$ cat src/rtl/alu_issue_ctrl.sv
// alu_issue_ctrl: issues decoded LEGv8 ops to a clocked ALU and returns one response per request
module alu_issue_ctrl #(
    parameter int WIDTH = 64,
    parameter int OPC_W = 11
) (
    input  logic             clk,
    input  logic             rst_n,
    input  logic             req_valid,
    output logic             req_ready,
    input  logic [1:0]       req_aluop,
    input  logic [OPC_W-1:0] req_opcode,
    input  logic [WIDTH-1:0] req_a,
    input  logic [WIDTH-1:0] req_b,
    output logic [3:0]       alu_ctrl,
    output logic [WIDTH-1:0] alu_a,
    output logic [WIDTH-1:0] alu_b,
    input  logic [WIDTH-1:0] alu_result,
    input  logic             alu_zero,
    output logic             resp_valid,
    input  logic             resp_ready,
    output logic [WIDTH-1:0] resp_result,
    output logic             resp_zero,
    output logic             resp_taken,
    output logic             resp_err
);
    typedef enum logic [1:0] {IDLE, EXEC, CAPT, RESP} state_t;

    state_t           state_q;
    logic [3:0]       alu_ctrl_q, ctrl_d;
    logic [WIDTH-1:0] alu_a_q, alu_b_q, b_d, resp_result_q;
    logic             legal_d, br_q, cbnz_q;
    logic             resp_valid_q, resp_zero_q, resp_taken_q, resp_err_q;
    logic [7:0]       br_field;

    assign br_field = req_opcode[OPC_W-1 -: 8];

    // Translate ALUOp/opcode into the ALU control code and second operand
    always_comb begin
        ctrl_d  = 4'b0010;
        b_d     = req_b;
        legal_d = 1'b0;
        case (req_aluop)
            2'b00: legal_d = 1'b1;
            2'b01: begin
                ctrl_d  = 4'b0110;
                b_d     = '0;
                legal_d = (br_field == 8'b10110100) || (br_field == 8'b10110101);
            end
            2'b10: begin
                legal_d = 1'b1;
                case (req_opcode)
                    11'b10001011000: ctrl_d = 4'b0010;
                    11'b11001011000: ctrl_d = 4'b0110;
                    11'b10001010000: ctrl_d = 4'b0000;
                    11'b10101010000: ctrl_d = 4'b0001;
                    default:         legal_d = 1'b0;
                endcase
            end
            default: legal_d = 1'b0;
        endcase
    end

    // Request/execute/capture/respond sequencer with registered outputs
    always_ff @(posedge clk or negedge rst_n) begin
        if (!rst_n) begin
            state_q       <= IDLE;
            alu_ctrl_q    <= 4'b0000;
            alu_a_q       <= '0;
            alu_b_q       <= '0;
            br_q          <= 1'b0;
            cbnz_q        <= 1'b0;
            resp_result_q <= '0;
            resp_zero_q   <= 1'b0;
            resp_taken_q  <= 1'b0;
            resp_err_q    <= 1'b0;
            resp_valid_q  <= 1'b0;
        end else begin
            case (state_q)
                IDLE: if (req_valid) begin
                    br_q   <= (req_aluop == 2'b01);
                    cbnz_q <= req_opcode[OPC_W-8];
                    if (legal_d) begin
                        alu_ctrl_q <= ctrl_d;
                        alu_a_q    <= req_a;
                        alu_b_q    <= b_d;
                        state_q    <= EXEC;
                    end else begin
                        resp_err_q    <= 1'b1;
                        resp_result_q <= '0;
                        resp_zero_q   <= 1'b0;
                        resp_taken_q  <= 1'b0;
                        resp_valid_q  <= 1'b1;
                        state_q       <= RESP;
                    end
                end
                EXEC: state_q <= CAPT;
                CAPT: begin
                    resp_result_q <= alu_result;
                    resp_zero_q   <= alu_zero;
                    resp_err_q    <= 1'b0;
                    resp_taken_q  <= br_q & (alu_zero ^ cbnz_q);
                    resp_valid_q  <= 1'b1;
                    state_q       <= RESP;
                end
                default: if (resp_ready) begin
                    resp_valid_q <= 1'b0;
                    state_q      <= IDLE;
                end
            endcase
        end
    end

    assign req_ready   = (state_q == IDLE);
    assign alu_ctrl    = alu_ctrl_q;
    assign alu_a       = alu_a_q;
    assign alu_b       = alu_b_q;
    assign resp_valid  = resp_valid_q;
    assign resp_result = resp_result_q;
    assign resp_zero   = resp_zero_q;
    assign resp_taken  = resp_taken_q;
    assign resp_err    = resp_err_q;
endmodule

$ cat config.mk
export PLATFORM = sky130hd
export DESIGN_NAME = alu_issue_ctrl
export DESIGN_NICKNAME = d
export VERILOG_FILES = /design/src/rtl/alu_issue_ctrl.sv
export SDC_FILE = /design/constraint.sdc
export NUM_CORES = 1
export LEC_CHECK = 0
export ABC_AREA = 1
export BUFFER_PORTS_ARGS = -buffer_cell sky130_fd_sc_hd__clkbuf_2
export CAP_MARGIN = 10
export CELL_PAD_IN_SITES_DETAIL_PLACEMENT = 0
export CELL_PAD_IN_SITES_GLOBAL_PLACEMENT = 1
export CORE_MARGIN = 8
export CORE_UTILIZATION = 36
export CTS_BUF_LIST = sky130_fd_sc_hd__clkbuf_4 sky130_fd_sc_hd__clkbuf_8
export DETAILED_ROUTE_END_ITERATION = 12
export HOLD_SLACK_MARGIN = 0.1
export PLACE_DENSITY_LB_ADDON = 0.05
export SLEW_MARGIN = 20
export SYNTH_ARGS = -nofsm -noshare
export SYNTH_HDL_FRONTEND = slang
export SYNTH_SLANG_ARGS = --single-unit
$ cat constraint.sdc
create_clock -name clk -period 3.7 [get_ports clk]
set_input_delay 0.37 -clock clk [delete_from_list [all_inputs] [get_ports clk]]
set_output_delay 0.37 -clock clk [all_outputs]
set_load 0.01 [all_outputs]
==> summary.txt <==
Run status
  – Outcome: finished, final reports clean

Die
  – Core area: 0.02257 mm^2
  – Cell Rows: 55
  – Die Height: 167.6 um
  – Initial Utilization: between 30% and 40%
  – Num ports: 411
  – Die area: around 0.028 mm^2
  – Die Wd: 167.6 um

Worst setup path
  – Reg2Reg Depth: 9
  – Startpoint types: register
  – Worst setup EP type: register
  – Critical Path AT: approximately 3.0 ns
  – Worst Setup SP: state_q[0]
  – Kind of critical path: register to register
  – Worst-path maximum fanout: 47
  – Setup crit end: alu_a[39]
  – Worst path required time: 4.14 ns
  – Origin of the critical flop-to-flop path: state_q[0]
  – R2R setup slack: 1.17 ns
  – Reg2reg end: alu_a[39]

STA
  – RSZ-0062 raised after global routing: no
  – Hold Worst Slack: 0.1285 ns
  – Crit path time final: 2.531 ns
  – Max_slew headroom: 37.40%
  – Slew @ Worst Pin: 0.9389 ns
  – Fmax: between 300 and 400 MHz
  – Final slew viol count: 0
  – Fin Clk Skew: around 0.011 ns
  – Final period utilization: between 60% and 70%
  – Sum Neg Setup Slack: 0 ns
  – Final setup fails: 0
  – Final Hold Violating Endpoints: 0

Pwr
  – Cell Pwr Density: 741.7 mW/mm^2
  – Leakage power: 7.541 nW
  – Worst VDD drop: 0.3612 mV

Drt
  – Post-Route WL: 31.41 mm
  – Met3 WL: 2.603 mm
  – Metal-1 WL: 12.90 mm
  – Highest routed layer: met5
  – Routed Antenna Nets: 0
  – Total DRC errors in the routed layout: 0
  – Routed wl met2: 14.94 mm
  – Routed len/inst: approximately 17 um
  – Drt pass-1 iters: 4
  – Initial DRC count: 496
  – Vias per cell: approximately 4.6
  – Total number of vias: between 8k and 9k

Global routing
  – First-pass GRT wire length: 49.84 mm
  – Largest net degree at the start of global routing: 89
  – Initial antenna violation count: 4
  – Overall Global Routing Usage: between 20% and 30%
  – GR Overflow Total: 0
  – Vias in the first global route: 8955

Placement
  – Placed Cells: 1591
  – GPL Wtd Cong: 0.7956
  – DPL Wire Length: approximately 22 mm
  – Port bufs: 409

Synthesis
  – Most used DFF post-synth: dfrtp_1
  – Syn nets: 1159
  – Avg Inst Size Synth: 8.792 um^2
  – Async SR Flop Fraction: 100.0%
  – Synthesized flop and latch total: 203
  – Number of synthesized flops with an enable pin: 0
  – Share of the synthesized area in the top cell type: 61.40%
  – Syn Inst Count: 941
  – Synth unique cells: 21
  – Cell area after synthesis: 0.008273 mm^2
  – Cell taking the most area after synthesis: dfrtp_1
  – Sequential share of the synthesized area: 61.40%
  – Yosys warnings: 0
  – Count leader, synth: nand2_1
  – Ranking of synthesized cells by area: dfrtp_1, nand2_1, nand4_1
  – Synth cell count leaders: nand2_1, dfrtp_1, nand4_1, clkbuf_1, inv_1

CTS
  – TritonCTS clock tree: yes
  – Root buffer cell: clkbuf_8
  – Skew-Pair Late Insertion Delay: 0.51 ns
  – CTS H-tree lvls: 2
  – CTS Buffer Depth: 3
  – Reg clk slew, reported paths: ~0.060 ns
  – Inserted Clock Buffers: 38
  – CTS Sinks: 203

Finish
  – Area growth syn-to-layout: 58.15%
  – Final nets: 1748
  – Fillers: 2097
  – Layout cell share with drive strength beyond 1: 31.57%
  – Util after Layout: 57.97%
  – Cell Count, Final, Fillers Out: 1837

Worst hold path
  – Worst Hold Class: input port to register
  – Hold Path Depth: 3
  – HP Start: alu_result[44]

Job
  – MaxCap Viol Count: 0
==> per-layer routing <==
metal / up-vias / GRT usage (%)
met2: 341 / 35.94
met5: - / 0
met4: 2 / 8.113
met1: 3907 / 26.77
met3: 63 / 7.477
li1: 4119 / -
==> flip-flops by register name (all words and copies together) (netlist names), 2 cells and up <==
register	flops
alu_b	64
alu_a	64
resp_result	64
state_q	2
alu_ctrl	3
==> power by group <==
| part | total [W] | internal (W) | switching (W) |
|---|---|---|---|
| logic | 0.00375 | 0.00144 | 0.00231 |
| registers | 0.00377 | 0.00322 | 0.000552 |
| clock network | 0.00218 | 0.00130 | 0.000889 |
==> timing repair <==
item	in CTS	in global routing
hold buffers	184	0
setup buffers	0	0
endpoints found under the hold margin	267	0
gates resized for setup	0	0
==> through the flow <==
step                      setup WS (ns)  total power [W]  cell area, um^2
after floorplan                   1.783         0.005677             8273
after global placement            1.049         0.007400            10480
after detailed placement         0.9573         0.007434            10480
after CTS                         1.138         0.009842            13080
after global routing             0.9132          0.01044            13080
final                             1.169         0.009704            13080
==> placed cells by master (no fill, tap or decap), types with 3 or more instances in the layout <==
cell type,synthesis,layout
buf_4,6,11
clkbuf_2,0,408
clkbuf_4,0,10
clkbuf_8,0,48
dfrtp_1,203,203
diode_2,0,3
dlygate4sd3_1,0,184
ha_1,8,7
inv_1,20,20
nand2_1,550,549
nand3_1,6,5
nand4_1,68,68
nor2_1,10,10
o21ai_0,7,7
==> how the worst min path moves through the flow <==
stage	endpoint	slack (ns)
detailed placement	resp_result[30]	0.46
floorplan	alu_a[0]	0.07
finish	resp_result[44]	0.13
CTS	resp_result[10]	0.10
global route	resp_result[6]	0.11
global placement	resp_result[10]	0.45
==> critical path, stage by stage, from the launching register on <==
cell,delay (ns)
dfrtp_1,0.42
inv_1,0.10
ha_1,0.33
nand2_1,0.17
nand3b_1,0.32
buf_4,0.36
inv_2,0.11
buf_4,0.42
nand2_1,0.13
nand2_1,0.08
==> layout make-up <==
cell class / count / area (um^2) / area share, %
tap: 285 / 356.6 / 2.725
multi-input combinational: 659 / 2780 / 21.25
clock inverter: 2 / 35.03 / 0.2678
timing repair buffer: 606 / 4020 / 30.73
inverter: 22 / 82.58 / 0.6312
sequential: 203 / 5080 / 38.83
antenna: 3 / 7.507 / 0.05738
clock buffer: 57 / 721.9 / 5.518
==> cell families (layout without fill, tap and decap cells) <==
family	count (synthesis)	after routing	synth area share, %
other	1	4	0.04533
adder cells (fa/ha/maj)	8	8	1.210
flip-flops	203	203	61.40
AO/OA/AOI/OAI	10	10	0.6352
AND/OR/NAND/NOR	640	640	31.59
buffers and inverters	79	687	5.112
(Power assumes the default switching activity.)
